**src/rtl/rename_register_file_pkg.sv**
```systemverilog
// Shared widths, sentinels and RV32 opcode constants for the rename register file and its ROB client.
package rename_register_file_pkg;
  localparam int XLEN         = 32;
  localparam int NREG         = 32;
  localparam int ROB_ID_W     = 5;
  localparam int REG_W        = $clog2(NREG);
  localparam int NUM_RD_PORTS = 2;

  typedef logic [XLEN-1:0]     xlen_t;
  typedef logic [ROB_ID_W-1:0] rob_id_t;
  typedef logic [REG_W-1:0]    reg_idx_t;

  localparam rob_id_t  ROB_NONE = '0;
  localparam reg_idx_t REG_ZERO = '0;

  localparam logic [6:0] OPC_LUI    = 7'b0110111;
  localparam logic [6:0] OPC_AUIPC  = 7'b0010111;
  localparam logic [6:0] OPC_JAL    = 7'b1101111;
  localparam logic [6:0] OPC_JALR   = 7'b1100111;
  localparam logic [6:0] OPC_BRANCH = 7'b1100011;
  localparam logic [6:0] OPC_LOAD   = 7'b0000011;
  localparam logic [6:0] OPC_STORE  = 7'b0100011;
  localparam logic [6:0] OPC_OP_IMM = 7'b0010011;
  localparam logic [6:0] OPC_OP     = 7'b0110011;

  // Retiring write as seen by the read ports for the same-cycle bypass.
  typedef struct packed {
    logic     vld;
    rob_id_t  rob_id;
    reg_idx_t reg_id;
    xlen_t    value;
  } commit_byp_t;

  function automatic logic has_rd(input logic [6:0] opcode);
    return (opcode != OPC_BRANCH) && (opcode != OPC_STORE);
  endfunction
endpackage

```
**src/rtl/rename_register_file_if.sv**
```systemverilog
// ROB/decoder <-> rename register file bundle: launch, commit, clear and two source queries.
interface rename_register_file_if;
  import rename_register_file_pkg::*;

  logic     _clear;
  logic     _rf_launch_ready;
  rob_id_t  _rf_launch_rob_id;
  reg_idx_t _rf_launch_register_id;
  logic     _rf_commit_ready;
  rob_id_t  _rf_commit_rob_id;
  reg_idx_t _rf_commit_register_id;
  xlen_t    _rf_commit_value;
  reg_idx_t _ask_rd_1;
  reg_idx_t _ask_rd_2;
  rob_id_t  _dep_rd_1;
  rob_id_t  _dep_rd_2;
  xlen_t    _dep_value_1;
  xlen_t    _dep_value_2;

  modport master (
    output _clear, _rf_launch_ready, _rf_launch_rob_id, _rf_launch_register_id,
           _rf_commit_ready, _rf_commit_rob_id, _rf_commit_register_id, _rf_commit_value,
           _ask_rd_1, _ask_rd_2,
    input  _dep_rd_1, _dep_rd_2, _dep_value_1, _dep_value_2
  );

  modport slave (
    input  _clear, _rf_launch_ready, _rf_launch_rob_id, _rf_launch_register_id,
           _rf_commit_ready, _rf_commit_rob_id, _rf_commit_register_id, _rf_commit_value,
           _ask_rd_1, _ask_rd_2,
    output _dep_rd_1, _dep_rd_2, _dep_value_1, _dep_value_2
  );
endinterface

```
**src/rtl/rename_register_file_read_port.sv**
```systemverilog
// One combinational source-operand lookup with same-cycle commit bypass; launches are never bypassed.
module rename_read_port
  import rename_register_file_pkg::*;
(
  input  reg_idx_t                         i_ask,
  input  logic [NREG-1:0][ROB_ID_W-1:0]    i_dep,
  input  logic [NREG-1:0][XLEN-1:0]        i_regs,
  input  commit_byp_t                      i_cmt,
  output rob_id_t                          o_dep,
  output xlen_t                            o_value
);
  rob_id_t w_dep_cur;
  logic    w_byp;

  assign w_dep_cur = i_dep[i_ask];
  // Bypass only when the retiring ROB id is still the live producer of this register.
  assign w_byp = i_cmt.vld && (i_cmt.reg_id == i_ask) && (w_dep_cur == i_cmt.rob_id);

  always_comb begin
    o_dep   = ROB_NONE;
    o_value = '0;
    if (i_ask == REG_ZERO) begin
      o_dep   = ROB_NONE;
      o_value = '0;
    end else if (w_byp) begin
      o_dep   = ROB_NONE;
      o_value = i_cmt.value;
    end else begin
      o_dep   = w_dep_cur;
      o_value = i_regs[i_ask];
    end
  end
endmodule

```
**src/rtl/rename_register_file.sv**
```systemverilog
// Architectural register file plus rename table; responder to the ROB register interface.
module rename_register_file
  import rename_register_file_pkg::*;
(
  input logic                   clk_in,
  input logic                   rst_in,
  input logic                   rdy_in,
  rename_register_file_if.slave rf
);
  logic [NREG-1:0][XLEN-1:0]          r_regs;
  logic [NREG-1:0][ROB_ID_W-1:0]      r_dep;
  commit_byp_t                        w_cmt;
  logic                               w_cmt_wen;
  logic                               w_lch_wen;
  logic [NUM_RD_PORTS-1:0][REG_W-1:0]    w_ask;
  logic [NUM_RD_PORTS-1:0][ROB_ID_W-1:0] w_dep_rd;
  logic [NUM_RD_PORTS-1:0][XLEN-1:0]     w_dep_val;

  assign w_cmt.vld    = rf._rf_commit_ready;
  assign w_cmt.rob_id = rf._rf_commit_rob_id;
  assign w_cmt.reg_id = rf._rf_commit_register_id;
  assign w_cmt.value  = rf._rf_commit_value;

  assign w_cmt_wen = rf._rf_commit_ready && (rf._rf_commit_register_id != REG_ZERO);
  // A clear drops the launch; id 0 would mean "no dependency" anyway.
  assign w_lch_wen = rf._rf_launch_ready && !rf._clear &&
                     (rf._rf_launch_register_id != REG_ZERO) &&
                     (rf._rf_launch_rob_id != ROB_NONE);

  always_ff @(posedge clk_in or posedge rst_in) begin
    if (rst_in) begin
      r_regs <= '0;
      r_dep  <= '0;
    end else if (rdy_in) begin
      for (int i = 1; i < NREG; i++) begin
        if (w_cmt_wen && (rf._rf_commit_register_id == reg_idx_t'(i)))
          r_regs[i] <= rf._rf_commit_value;
        // Precedence: clear > launch > commit release.
        if (rf._clear)
          r_dep[i] <= ROB_NONE;
        else if (w_lch_wen && (rf._rf_launch_register_id == reg_idx_t'(i)))
          r_dep[i] <= rf._rf_launch_rob_id;
        else if (rf._rf_commit_ready && (rf._rf_commit_register_id == reg_idx_t'(i)) &&
                 (r_dep[i] == rf._rf_commit_rob_id))
          r_dep[i] <= ROB_NONE;
      end
    end
  end

  assign w_ask[0] = rf._ask_rd_1;
  assign w_ask[1] = rf._ask_rd_2;

  for (genvar g = 0; g < NUM_RD_PORTS; g++) begin : g_rd
    rename_read_port u_rd (
      .i_ask   (w_ask[g]),
      .i_dep   (r_dep),
      .i_regs  (r_regs),
      .i_cmt   (w_cmt),
      .o_dep   (w_dep_rd[g]),
      .o_value (w_dep_val[g])
    );
  end

  assign rf._dep_rd_1    = w_dep_rd[0];
  assign rf._dep_rd_2    = w_dep_rd[1];
  assign rf._dep_value_1 = w_dep_val[0];
  assign rf._dep_value_2 = w_dep_val[1];
endmodule

```
**src/flat_wrapper.sv**
```systemverilog
// flat-port wrapper written by rule: the top's interface ports become plain ports
module rename_register_file_flat import rename_register_file_pkg::*;
  (clk_in, rst_in, rdy_in, rf__clear, rf__rf_launch_ready, rf__rf_launch_rob_id, rf__rf_launch_register_id, rf__rf_commit_ready, rf__rf_commit_rob_id, rf__rf_commit_register_id, rf__rf_commit_value, rf__ask_rd_1, rf__ask_rd_2, rf__dep_rd_1, rf__dep_rd_2, rf__dep_value_1, rf__dep_value_2);
  rename_register_file_if rf_i ();
  input logic clk_in;
  input logic rst_in;
  input logic rdy_in;
  input wire logic [$bits(rf_i._clear)-1:0] rf__clear;
  input wire logic [$bits(rf_i._rf_launch_ready)-1:0] rf__rf_launch_ready;
  input wire logic [$bits(rf_i._rf_launch_rob_id)-1:0] rf__rf_launch_rob_id;
  input wire logic [$bits(rf_i._rf_launch_register_id)-1:0] rf__rf_launch_register_id;
  input wire logic [$bits(rf_i._rf_commit_ready)-1:0] rf__rf_commit_ready;
  input wire logic [$bits(rf_i._rf_commit_rob_id)-1:0] rf__rf_commit_rob_id;
  input wire logic [$bits(rf_i._rf_commit_register_id)-1:0] rf__rf_commit_register_id;
  input wire logic [$bits(rf_i._rf_commit_value)-1:0] rf__rf_commit_value;
  input wire logic [$bits(rf_i._ask_rd_1)-1:0] rf__ask_rd_1;
  input wire logic [$bits(rf_i._ask_rd_2)-1:0] rf__ask_rd_2;
  output wire logic [$bits(rf_i._dep_rd_1)-1:0] rf__dep_rd_1;
  output wire logic [$bits(rf_i._dep_rd_2)-1:0] rf__dep_rd_2;
  output wire logic [$bits(rf_i._dep_value_1)-1:0] rf__dep_value_1;
  output wire logic [$bits(rf_i._dep_value_2)-1:0] rf__dep_value_2;
  assign rf_i._clear = rf__clear;
  assign rf_i._rf_launch_ready = rf__rf_launch_ready;
  assign rf_i._rf_launch_rob_id = rf__rf_launch_rob_id;
  assign rf_i._rf_launch_register_id = rf__rf_launch_register_id;
  assign rf_i._rf_commit_ready = rf__rf_commit_ready;
  assign rf_i._rf_commit_rob_id = rf__rf_commit_rob_id;
  assign rf_i._rf_commit_register_id = rf__rf_commit_register_id;
  assign rf_i._rf_commit_value = rf__rf_commit_value;
  assign rf_i._ask_rd_1 = rf__ask_rd_1;
  assign rf_i._ask_rd_2 = rf__ask_rd_2;
  assign rf__dep_rd_1 = rf_i._dep_rd_1;
  assign rf__dep_rd_2 = rf_i._dep_rd_2;
  assign rf__dep_value_1 = rf_i._dep_value_1;
  assign rf__dep_value_2 = rf_i._dep_value_2;
  rename_register_file u_core (.clk_in(clk_in), .rst_in(rst_in), .rdy_in(rdy_in), .rf(rf_i));
endmodule
```
**config.mk**
```make
export PLATFORM = sky130hd
export DESIGN_NAME = rename_register_file_flat
export DESIGN_NICKNAME = d
export VERILOG_FILES = /design/src/rtl/rename_register_file_pkg.sv /design/src/rtl/rename_register_file_if.sv /design/src/rtl/rename_register_file_read_port.sv /design/src/rtl/rename_register_file.sv /design/src/flat_wrapper.sv
export SDC_FILE = /design/constraint.sdc
export NUM_CORES = 2
export LEC_CHECK = 0
export ABC_AREA = 1
export CORE_MARGIN = 1.5
export CORE_UTILIZATION = 37
export CTS_CLUSTER_SIZE = 14
export DETAILED_ROUTE_END_ITERATION = 8
export DONT_BUFFER_PORTS = 1
export PLACE_DENSITY = 0.57
export SLEW_MARGIN = 20
export SYNTH_ARGS = -nofsm -noshare
export SYNTH_HDL_FRONTEND = slang
export SYNTH_SLANG_ARGS = --single-unit
```
**constraint.sdc**
```tcl
create_clock -name clk_in -period 77.6 [get_ports clk_in]
set_input_delay 0 -clock clk_in [delete_from_list [all_inputs] [get_ports clk_in]]
set_output_delay 0 -clock clk_in [all_outputs]
set_load 0.02 [all_outputs]
```
==> run summary <==
### GRT
* **global-route usage over all layers** 32.69%
* **vias in the first global route** 63.15k
* **antenna violations before repair** 18
* **pin count of the biggest net entering global routing** 727
* **remaining global-route overflow** 0
* **global-route wire length before repair** 437800 um

### STA
* **final hold viol count** 0
* **Final TNS setup** 0 ns
* **share of the clock period used by the worst path after layout** 7.102%
* **maximum achievable frequency** 0.1814 GHz
* **post-route clock skew** 0.03878 ns
* **RSZ-0062 raised after global routing** false
* **time the worst path needs with I/O delays and setup** 5.511 ns
* **actual transition at the worst max-transition pin** 2.215 ns
* **max-slew violations** 307
* **Setup violations, final** 0
* **Relative slew margins** -47.64%

### Yosys
* **Post-Syn Area** 65330 um^2
* **nets in the synthesized netlist** 9027
* **number of synthesized register bits** 1147
* **number of distinct library cells after synthesis** 44
* **Mapped Cells** 8959
* **Ys Warns** 37
* **synthesized area per cell** 7.293 um^2
* **sequential element share of the synthesized area** 43.93%

### Power and ir drop
* **cell area power density** 23.09 nW/um^2
* **Pleak** 31.20 nW
* **maximum resistive drop on vdd** 0.02279 mV
* **post-layout power** 1.657 mW

### Setup path
* **critical path peak fanout** 426
* **crit path capture type** primary output
* **crit path kind** primary input to primary output
* **worst path required time** 77.60 ns
* **category of the worst setup path launch point** primary input
* **Critical Path AT** 5.51 ns

### Place
* **number of placed instances with taps included** 10.59k
* **dpl hpwl** 155900 um
* **final weighted congestion of routability-driven global placement** 0.9451
* **Port Buffer Count** 0

### Clock tree
* **insertion delay of the later-clocked pin in the worst-skew pair** 0.80 ns
* **CTS tree** done
* **Longest Clk Path Bufs** 3
* **clock sink count** 1147
* **number of CTS-inserted buffers** 131
* **clock-pin slew on the worst setup and hold paths** 0.06 ns
* **# H-tree levels** 4
* **Root Buffer** sky130_fd_sc_hd__clkbuf_16

### Detailed routing
* **via count of the routed design** 67.36k
* **antenna violation net count after detailed routing** 0
* **DR vias/cell** 6.158
* **DRT Pass-1 Iters** 7
* **number of DRC markers after the initial detailed-route iteration** 9594
* **number of remaining DRC errors** 0
* **detailed-route wire length per cell** 27.54 um
* **overall routed net length** 301200 um

### Layout
* **commonest non-fill, non-tap cell in the layout** sky130_fd_sc_hd__nand2_1
* **area added between synthesis and finish** 9.876%
* **share of cells above drive strength 1** 4.917%
* **final core utilization** 40.85%
* **post-layout instance count excluding filler cells** 10.94k
* **number of nets at the end of the flow** 8553
* **commonest non-fill, non-tap cells in the layout** sky130_fd_sc_hd__nand2_1, sky130_fd_sc_hd__o21ai_0, sky130_fd_sc_hd__dfrtp_1, sky130_fd_sc_hd__nand3_1, sky130_fd_sc_hd__a21oi_1

### Job
* **max capacitance violation total** 0

### Worst hold path
* **worst hold path type** primary input to flip-flop

### Die
* **vertical die dimension** 423.2 um
* **horizontal die dimension** 423.2 um
* **starting density of the core** 37.18%
* **core area** 175700 um^2
* **number of cell rows** 154
* **number of top-level pins** 142
* **floorplan die area** 179100 um^2

### Status
* **outcome** finished with violations
* **violations in the final reports** max-slew violations

==> final cells by class <==
class	instances	area, um^2
well taps	2340	2928
fillers	18050	103900
diodes	16	40.04
flip-flops and latches	1147	28700
inverters	473	1826
repair buffers	203	2054
clock buffers	202	4055
clock inverters	28	394.1
multi-input cells	6529	31790
==> worst max-delay path: stages <==
cell	delay, ns
sky130_fd_sc_hd__inv_8	0.92
sky130_fd_sc_hd__buf_4	0.71
sky130_fd_sc_hd__nor2_4	0.21
sky130_fd_sc_hd__buf_4	0.39
sky130_fd_sc_hd__nand2_1	0.14
sky130_fd_sc_hd__nand3_1	0.17
sky130_fd_sc_hd__nand3_1	0.18
sky130_fd_sc_hd__nand3_1	0.13
sky130_fd_sc_hd__nand2_1	0.16
sky130_fd_sc_hd__nand2_1	0.06
sky130_fd_sc_hd__nand2_1	0.08
sky130_fd_sc_hd__nand4_2	0.10
sky130_fd_sc_hd__nor2_4	0.92
sky130_fd_sc_hd__nor2_1	0.08
sky130_fd_sc_hd__nor2_1	0.51
==> where the power goes <==
group          leakage, nW  switching, mW  internal [mW]
sequential            14.9         0.0538          0.675
combinational         14.1          0.184         0.0891
clock                 2.18          0.267          0.389
total                 31.2          0.505           1.15
==> metal layers <==
layer | global-route usage, % | wire length (um) | vias up
met3 | 7.945 | 33700 | 1060
met5 | 0 | 77 | -
met1 | 40.62 | 112800 | 32340
met4 | 21.72 | 22570 | 12
met2 | 50.35 | 132100 | 4351
li1 | - | - | 29600
==> final timing paths <==
path	from	slack [ns]	cells past startpoint	end
max in group asynchronous	rst_in	74.06	7	u_core.r_regs[454]
worst min register to register	u_core.r_regs[269]	0.49	2	u_core.r_regs[269]
worst min-delay path	rf__rf_commit_value[11]	0.06	3	u_core.r_regs[779]
worst max register to register	u_core.r_dep[107]	73.39	13	u_core.r_dep[106]
worst max-delay path	rf__ask_rd_1[0]	72.09	15	rf__dep_value_1[12]
min in group asynchronous	rst_in	0.49	4	u_core.r_regs[533]
==> through the flow <==
step	worst slack (ns)	hold WS [ns]	instance area, um^2
CTS	73.33	0.006432	71660
global placement	73.42	0.05492	65970
detailed placement	73.33	0.05105	66070
finish	72.09	0.05563	71790
floorplan	45.30	0.1210	65330
global route	72.97	0.07476	71770
==> state kept, by name (all words and copies together) (netlist names) <==
name,cells
u_core.r_regs,992
u_core.r_dep,155
==> cell families after synthesis <==
family	count (synthesis)	share of synthesized area, %
AND/OR/NAND/NOR	3753	23.65
XOR/XNOR	64	0.8579
buffers and inverters	1283	7.948
flip-flops	1147	43.93
AO/OA/AOI/OAI	2712	23.61
==> timing repair <==
item | CTS | global route
hold endpoints to repair | 1179 | 0
setup buffers | 0 | 0
hold buffers | 103 | 0
resized for setup | 0 | 0
==> cells in the mapped netlist <==
cell type	number	area share (%)
sky130_fd_sc_hd__a2111oi_0	2	0.027
sky130_fd_sc_hd__a211oi_1	27	0.31
sky130_fd_sc_hd__a21o_1	7	0.080
sky130_fd_sc_hd__a21oi_1	717	5.5
sky130_fd_sc_hd__a221o_1	4	0.061
sky130_fd_sc_hd__a221oi_1	8	0.11
sky130_fd_sc_hd__a22oi_1	26	0.30
sky130_fd_sc_hd__a31o_2	32	0.43
sky130_fd_sc_hd__a31oi_1	3	0.029
sky130_fd_sc_hd__and2_1	11	0.11
sky130_fd_sc_hd__buf_1	76	0.44
sky130_fd_sc_hd__buf_2	175	1.3
sky130_fd_sc_hd__buf_4	14	0.16
sky130_fd_sc_hd__buf_6	14	0.24
sky130_fd_sc_hd__clkbuf_1	531	3.1
sky130_fd_sc_hd__clkinv_1	8	0.046
sky130_fd_sc_hd__dfrtp_1	1147	44
sky130_fd_sc_hd__inv_1	459	2.6
sky130_fd_sc_hd__inv_2	6	0.034
sky130_fd_sc_hd__nand2_1	2493	14
sky130_fd_sc_hd__nand3_1	799	6.1
sky130_fd_sc_hd__nand3_4	1	0.027
sky130_fd_sc_hd__nand4_1	70	0.67
sky130_fd_sc_hd__nand4_2	1	0.019
sky130_fd_sc_hd__nor2_1	326	1.9
sky130_fd_sc_hd__nor2_2	1	0.0096
sky130_fd_sc_hd__nor2_4	4	0.069
sky130_fd_sc_hd__nor3_1	13	0.10
sky130_fd_sc_hd__nor3_2	1	0.015
sky130_fd_sc_hd__nor3b_1	1	0.011
sky130_fd_sc_hd__nor4_1	15	0.14
sky130_fd_sc_hd__o2111ai_1	77	1.0
sky130_fd_sc_hd__o211ai_1	129	1.5
sky130_fd_sc_hd__o21ai_0	1352	10
sky130_fd_sc_hd__o21ai_1	3	0.023
sky130_fd_sc_hd__o221a_2	1	0.017
sky130_fd_sc_hd__o221ai_1	185	2.5
sky130_fd_sc_hd__o22ai_1	124	1.2
sky130_fd_sc_hd__o311ai_0	14	0.19
sky130_fd_sc_hd__o31ai_1	1	0.011
sky130_fd_sc_hd__or2_1	2	0.019
sky130_fd_sc_hd__or2_2	15	0.14
sky130_fd_sc_hd__xnor2_1	29	0.39
sky130_fd_sc_hd__xor2_1	35	0.47
No activity file was read; power rests on OpenSTA's default activity.
